## src/rtl/imm_gen_pipe.sv

```systemverilog
// rtl/imm_gen_pipe.sv - pipelined immediate generator with 2-entry skid buffer (optional IMMGEN_AUTODECODE_EN)
module imm_gen_pipe #(
  parameter int XLEN  = 32,
  parameter int TAG_W = 4
) (
  input  logic             clk,
  input  logic             rst_n,
  input  logic             in_valid,
  output logic             in_ready,
  input  logic [31:0]      in_instr,
  input  logic [2:0]       in_imm_src,
  input  logic [TAG_W-1:0] in_tag,
  output logic             out_valid,
  input  logic             out_ready,
  output logic [XLEN-1:0]  out_imm,
  output logic [2:0]       out_type,
  output logic [TAG_W-1:0] out_tag,
  output logic             out_err
);

  localparam logic [2:0] SRC_I    = 3'b000;
  localparam logic [2:0] SRC_S    = 3'b001;
  localparam logic [2:0] SRC_U    = 3'b010;
  localparam logic [2:0] SRC_Z    = 3'b011;
  localparam logic [2:0] SRC_B    = 3'b101;
  localparam logic [2:0] SRC_J    = 3'b110;
  localparam logic [2:0] SRC_AUTO = 3'b111;

  typedef enum logic [1:0] {EMPTY, ONE, FULL} state_t;

  state_t            state;
  logic [2:0]        eff_src;
  logic              bad_op;
  logic [31:0]       raw;
  logic [XLEN-1:0]   new_imm;
  logic [2:0]        new_type;
  logic              new_err;
  logic [XLEN-1:0]   skid_imm;
  logic [2:0]        skid_type;
  logic [TAG_W-1:0]  skid_tag;
  logic              skid_err;
  logic              accept;
  logic              pop;

  assign accept = in_valid && in_ready;
  assign pop    = out_valid && out_ready;

  // Resolve the effective select code; auto mode derives it from the opcode
  always_comb begin
    eff_src = in_imm_src;
    bad_op  = 1'b0;
    if (in_imm_src == SRC_AUTO) begin
`ifdef IMMGEN_AUTODECODE_EN
      case (in_instr[6:0])
        7'b0000011, 7'b0010011, 7'b0011011, 7'b1100111: eff_src = SRC_I;
        7'b0100011: eff_src = SRC_S;
        7'b1100011: eff_src = SRC_B;
        7'b0110111, 7'b0010111: eff_src = SRC_U;
        7'b1101111: eff_src = SRC_J;
        7'b1110011: eff_src = in_instr[14] ? SRC_Z : SRC_I;
        default:    bad_op  = 1'b1;
      endcase
`else
      // Opcode is ignored here; the reduction folds away and bad_op stays 1
      bad_op = 1'b1 | (&in_instr[6:0]);
`endif
    end
  end

  // Assemble the 32-bit immediate (already sign-extended) and widen to XLEN
  always_comb begin
    raw      = '0;
    new_err  = 1'b0;
    new_type = eff_src;
    case (eff_src)
      SRC_I: raw = {{20{in_instr[31]}}, in_instr[31:20]};
      SRC_S: raw = {{20{in_instr[31]}}, in_instr[31:25], in_instr[11:7]};
      SRC_B: raw = {{19{in_instr[31]}}, in_instr[31], in_instr[7],
                    in_instr[30:25], in_instr[11:8], 1'b0};
      SRC_U: raw = {in_instr[31:12], 12'b0};
      SRC_J: raw = {{11{in_instr[31]}}, in_instr[31], in_instr[19:12],
                    in_instr[20], in_instr[30:21], 1'b0};
      SRC_Z: raw = {27'b0, in_instr[19:15]};
      default: begin
        new_err  = 1'b1;
        new_type = in_imm_src;
      end
    endcase
    if (bad_op) begin
      raw      = '0;
      new_err  = 1'b1;
      new_type = in_imm_src;
    end
    // Z keeps bit 31 clear, so the signed widening is a zero extension for it
    new_imm = XLEN'($signed(raw));
  end

  // Skid-buffer FSM: main register drives the outputs, skid absorbs one stall
  always_ff @(posedge clk or negedge rst_n) begin
    if (!rst_n) begin
      state     <= EMPTY;
      in_ready  <= 1'b1;
      out_valid <= 1'b0;
      out_imm   <= '0;
      out_type  <= '0;
      out_tag   <= '0;
      out_err   <= 1'b0;
      skid_imm  <= '0;
      skid_type <= '0;
      skid_tag  <= '0;
      skid_err  <= 1'b0;
    end else begin
      case (state)
        EMPTY: begin
          if (accept) begin
            out_imm   <= new_imm;
            out_type  <= new_type;
            out_tag   <= in_tag;
            out_err   <= new_err;
            out_valid <= 1'b1;
            state     <= ONE;
          end
        end
        ONE: begin
          if (accept && pop) begin
            out_imm  <= new_imm;
            out_type <= new_type;
            out_tag  <= in_tag;
            out_err  <= new_err;
          end else if (accept) begin
            skid_imm  <= new_imm;
            skid_type <= new_type;
            skid_tag  <= in_tag;
            skid_err  <= new_err;
            in_ready  <= 1'b0;
            state     <= FULL;
          end else if (pop) begin
            out_valid <= 1'b0;
            state     <= EMPTY;
          end
        end
        FULL: begin
          if (pop) begin
            out_imm  <= skid_imm;
            out_type <= skid_type;
            out_tag  <= skid_tag;
            out_err  <= skid_err;
            in_ready <= 1'b1;
            state    <= ONE;
          end
        end
        default: begin
          state     <= EMPTY;
          in_ready  <= 1'b1;
          out_valid <= 1'b0;
        end
      endcase
    end
  end

endmodule

```

## config.mk

```make
export PLATFORM = sky130hd
export DESIGN_NAME = imm_gen_pipe
export DESIGN_NICKNAME = d
export VERILOG_FILES = /design/src/rtl/imm_gen_pipe.sv
export SDC_FILE = /design/constraint.sdc
export NUM_CORES = 1
export LEC_CHECK = 0
export CAP_MARGIN = 20
export CORE_MARGIN = 3
export CORE_UTILIZATION = 38
export DETAILED_ROUTE_END_ITERATION = 8
export SETUP_SLACK_MARGIN = 0.4
export SYNTH_ARGS = -nofsm -noshare
export SYNTH_HDL_FRONTEND = slang
export SYNTH_SLANG_ARGS = --single-unit
export TNS_END_PERCENT = 30
```

## constraint.sdc

```tcl
create_clock -name clk -period 2.4 [get_ports clk]
set_clock_uncertainty 0.1 [all_clocks]
set_input_delay 0.48 -clock clk [delete_from_list [all_inputs] [get_ports clk]]
set_output_delay 0.48 -clock clk [all_outputs]
set_load 0.005 [all_outputs]
```

==> metrics.txt, run 1 <==
Max Fanout on Critical Path=6; antenna-violating nets left=0; maximum clock rate=~0.51 GHz; Hold Crit Class=reg2reg; slowest stage delay, CP=between 500 and 600 ps; row count=37; post-synthesis sequential area ratio=between 50% and 60%; unrepaired setup endpoints after global routing=yes; Final min period=approximately 2000 ps; CTS tree=yes; period utilisation layout=82.13%; GR Util met2=a little under a third; Chip Height=between 100 and 150 um; Crit path required time=about 1800 ps; Crit path max-delay family=buffers and inverters; post-route cell area=5383 sq um; port bufs=77; vias in the first global route=~3800; placed wire-length estimate=around 7300 um; placed cell area=between 5000 and 6000 sq um; Layout Cells excl Fill=660; DR WL/cell=approximately 16 um; initial antenna violation count=0; setup_tns=0 ps; nets=about 560; Die W=approximately 110 um; status=finished, final reports clean; number of flops mapped to enable cells by yosys=0; Max-slew headroom=approximately 67%; Worst-Skew Late Latency=350 ps; Critical Path Slowest Stage Cell=clkdlybuf4s50_1; IO Pins=85; ant diodes=0; Leak Pwr=2.437 nW; Die ar.=12260 sq um; Clock Pin Slew Worst Setup and Hold Paths=roughly 90 ps; Initial Util=between 30% and 40%; htree depth=3; final WL=10700 um; top cell type's share of synthesized area=between 40 and 50%; global route overflow=0; Setup WS post-layout=approximately 430 ps; placer congestion estimate=0.7750; DRT iter0 DRCs=141; clock sinks=84; Via Count=between 3000 and 4000; syn_area_per_cell=about 9.4 sq um; WS Path Type=reg2out; met1 GRT Util=between 20% and 30%; most used routing layer=met2; clock root buffer=clkbuf_8; Max VDD drop=328.2 uV; worst slew pin tran=about 500 ps; via/cell ratio=approximately 5.4; met3 usage in global routing=between 3 and 4%; Setup Viol. Count Final=0; final hold violation count=0; Seq cells post-synth=84; fin. max-slew vios=0; core area=around 11000 sq um; maximum buffer depth of the clock tree=2; Max Cap Viol=0; Worst Path Buf+Inv=1; DRC Markers=0; Synth async-reset ratio=100.0%; Layout area overhead=29.15%; Placement Setup Slack=approximately 4.6 ps; final core occ=between 50% and 60%; Total Power=approximately 2.8 mW; GRT Overall Usage=18.39%; crit-path cells=clkdlybuf4s50_1; Synth Flop Type=dfrtp_1; cell area after synthesis=between 4000 and 5000 sq um; first-pass GRT wire length=around 19000 um; cell taking the most area after synthesis=dfrtp_1; largest net degree at the start of global routing=57; synth top area cells=dfrtp_1, nand2_1, o21ai_0; Unique masters post-synth=50; Setup crit end kind=primary output; hold slack final=approximately 380 ps; Synth Instances=~440; first drt pass iteration count=6; Placed Instances=~640; Yosys warnings=0; PD cells=about 510 nW/um^2; Post-Syn Nets=slightly below 500; layout cell share with drive strength beyond 1=13.55%; Critical Path AT=around 1400 ps; TritonCTS buffer count=9; Worst Setup Start Kind=flop
==> state kept, by name (all words and copies together), names as in the netlist <==
register / flops
in_ready: 1
out_err: 1
out_imm: 32
out_tag: 4
out_type: 3
out_valid: 1
skid_err: 1
skid_imm: 32
skid_tag: 4
skid_type: 3
state: 2
==> power breakdown <==
group	internal (mW)	switching [mW]	total (mW)
clock network	0.517	0.556	1.07
logic	0.121	0.148	0.269
registers	1.41	0	1.41
==> cell usage in the layout, fill, tap and decap left out, drive strengths merged, types with 7 or more instances in the layout <==
cell | Yosys | routed
nand2 | 65 | 65
a22o | 7 | 7
clkdlybuf4s50 | 0 | 74
clkbuf | 14 | 10
nand3 | 10 | 10
a31oi | 13 | 13
o21ai | 51 | 51
mux2 | 17 | 17
dfrtp | 83 | 83
o211ai | 8 | 8
buf | 23 | 25
a21oi | 38 | 38
nor2 | 50 | 50
==> area by class of cell <==
type | count | area, sq um
Clock buffer | 10 | 137.6
Timing Repair Buffer | 102 | 1026
Inverter | 2 | 7.507
Tap cell | 136 | 170.2
Multi-Input combinational cell | 320 | 1868
Sequential cell | 84 | 2103
Fill cell | 1003 | 5126
Clock inverter | 6 | 70.07
==> final timing paths <==
check | from | to | slack (ps) | cells past startpoint
max in group asynchronous | rst_n | skid_imm[29] | 1040 | 3
worst min-delay path | skid_imm[4] | skid_imm[4] | 380 | 1
worst max-delay path | out_valid | out_valid | 430 | 1
min in group asynchronous | rst_n | skid_imm[22] | 520 | 2
worst min register to register | skid_imm[4] | skid_imm[4] | 380 | 1
worst max register to register | in_ready | out_imm[27] | 580 | 5
==> layer usage <==
layer  vias up  wire [um]
li1       1729          -
met1      1739       4905
met2        81       5202
met3        14        396
met4         0        200
met5         -          0
==> repair_timing <==
item | CTS | global route
resized for setup | 0 | 3
hold endpoints to repair | 24 | 0
endpoints found under the setup margin | 5 | 32
setup buffers | 1 | 0
hold buffers | 1 | 0
==> logic make-up (layout without fill, tap and decap cells) <==
family	Yosys count	count (layout)	synth area share (%)
mux	18	18	4.833
simple gates	151	151	16.27
xor+xnor	1	1	0.2102
flops	84	84	50.47
buf+inv	39	120	4.893
compound gates	150	150	23.33
==> synthesized netlist by cell type, types with 5 or more instances <==
library cell  number
a21oi_1           38
a22o_1             7
a31oi_1           13
buf_2             16
clkbuf_1          14
dfrtp_1           83
mux2_2            17
nand2_1           64
nand3_1           10
nand3b_1           5
nor2_1            49
nor2b_1            5
o211ai_1           8
o21ai_0           45
o21ai_1            5
(Power assumes the default switching activity.)
==> run 2, diff against run 1 <==
clock period = 1.9 ns   (was 2.4 ns; I/O delays follow)
==> run 2 against run 1 <==
Compared with the run above:
- final cell count grew 8.5%
- die area unchanged
- clock power is 23% higher
==> metrics.txt, run 2 (synthesis results as in run 1) <==
Max Fanout on Critical Path=5 (was 6); Die ar.=12260 sq um (unchanged); htree depth=3 (unchanged); # fillers=904 (was 1003); period utilisation layout=approximately 93%; status=finished, final reports clean (unchanged); Critical Path AT=1910 ps (was 1390 ps); Worst-Skew Late Latency=350 ps (about the same); maximum buffer depth of the clock tree=2 (unchanged); layout cell share with drive strength beyond 1=27.59% (was 13.55%); largest net degree at the start of global routing=57 (unchanged); Setup crit end kind=flop (was primary output); clock sinks=84 (unchanged); core area=10510 sq um (unchanged); placer congestion estimate=0.8414 (was 0.7750); Worst Setup Start Kind=flop (unchanged); Placed Instances=673 (was 642); fin. max-slew vios=0 (unchanged); Layout Cells excl Fill=716 (was 660); antenna-violating nets left=0 (unchanged); Hold Crit Class=reg2reg (unchanged); Final min period=~1800 ps; Clock Pin Slew Worst Setup and Hold Paths=90 ps (about the same); final WL=12340 um (was 10700 um); clock root buffer=clkbuf_8 (unchanged); placed wire-length estimate=7993 um (was 7298 um); Chip Height=110.7 um (unchanged); Total Power=3.502 mW (was 2.755 mW); worst slew pin tran=462.8 ps (was 500.0 ps); footprint of the multi-input gates=1988 sq um (was 1868 sq um); first-pass GRT wire length=20180 um (was 18930 um); first drt pass iteration count=4 (was 6); maximum clock rate=between 0.5 and 0.6 GHz; Setup Viol. Count Final=0 (unchanged); Die W=110.7 um (unchanged); port bufs=77 (unchanged); Max Cap Viol=0 (unchanged); WS Path Type=reg2reg (was reg2out); Max VDD drop=333.1 uV (was 328.2 uV); DRC Markers=0 (unchanged); placed cell area=5480 sq um (was 5150 sq um); unrepaired setup endpoints after global routing=yes (unchanged); register area=2107 sq um (was 2103 sq um); DR WL/cell=17.24 um (was 16.22 um); most common cell after layout, fill and taps aside=dfrtp_1 (unchanged); IO Pins=85 (unchanged); Max-slew headroom=69.15% (was 66.52%); ant diodes=0 (unchanged); via/cell ratio=5.372 (was 5.398); Crit path required time=2040 ps (was 1820 ps); TritonCTS buffer count=9 (unchanged); post-route cell area=6195 sq um (was 5383 sq um); CTS tree=yes (unchanged); GRT Overall Usage=20.31% (was 18.39%); initial antenna violation count=0 (unchanged); nets=619 (was 562); Layout area overhead=48.63% (was 29.15%); vias in the first global route=3914 (was 3754); most frequent cells in the layout=dfrtp_1, buf_4, nand2_1, clkdlybuf4s50_1, nor2_1 (was dfrtp_1, clkdlybuf4s50_1, nand2_1, nor2_1, o21ai_0); row count=37 (unchanged); DRT iter0 DRCs=206 (was 141); Leak Pwr=3.187 nW (was 2.437 nW); Initial Util=39.66% (unchanged); Via Count=3846 (was 3563); PD cells=565.3 nW/um^2 (was 511.9 nW/um^2); final hold violation count=0 (unchanged); global route overflow=0 (unchanged); Regs by FF count=out_imm (32), skid_imm (32) (unchanged)
## run 2: per-stage QoR
| step | utilization, % | worst slack (ps) | hold slack [ps] | setup TNS (ps) |
|---|---|---|---|---|
| finish | 58.95 | 130.3 | 376.2 | 0 |
| CTS | 57.30 | 140.3 | 380.5 | 0 |
| floorplan | - | 279.5 | -15.59 | 0 |
| global placement | 52.15 | -420.2 | 255.8 | -15800 |
| detailed placement | 52.15 | -533.2 | 256.4 | -18710 |
| global route | 58.95 | 84.79 | 395.3 | 0 |
## run 2: worst max-delay path: stages, from the launching register on
cell,delay [ps]
dfstp_2,540
buf_6,100
nand2_4,60
o32a_4,440
buf_6,170
buf_16,130
nand2_1,50
o21ai_1,60
## run 2: where the power goes
group | internal, mW | total, mW | switching, mW | leakage (nW)
Sequential | 1.79 | 1.79 | 0 | 1.17
Clock | 0.671 | 1.32 | 0.647 | 0.105
Combinational | 0.192 | 0.398 | 0.206 | 1.92
Total | 2.65 | 3.50 | 0.853 | 3.19
## run 2: final timing paths
| check | to | slack, ps | startpoint | cells past startpoint |
|---|---|---|---|---|
| setup / recovery | out_imm[23] | 130 | in_ready | 7 |
| hold / removal | skid_imm[4] | 380 | skid_imm[4] | 1 |
| setup reg to reg | out_imm[23] | 130 | in_ready | 7 |
| hold reg to reg | skid_imm[4] | 380 | skid_imm[4] | 1 |
| max in group asynchronous | skid_type[0] | 740 | rst_n | 3 |
| min in group asynchronous | out_imm[3] | 420 | rst_n | 2 |
## run 2: cell type report
type	count	share of cell area [%]
Multi-Input combinational cell	320	32.09
Clock inverter	4	0.7877
Tap cell	136	2.747
Clock buffer	11	2.444
Timing Repair Buffer	159	27.79
Inverter	2	0.1212
Sequential cell	84	34.01
## run 2: repair_timing
item	in CTS	in global routing
gates resized for setup	55	40
endpoints found under the setup margin	122	121
hold endpoints to repair	27	0
pin swaps	6	4
hold buffers	1	0
setup buffers	12	9
gates cloned	6	0
## run 2: metal layers
layer	share of wire [%]	global-route usage (%)	vias up
met5	0	0	-
met4	0.70	5.911	0
met3	4.6	4.312	8
met2	49	32.61	94
met1	46	27.78	1894
li1	-	-	1850
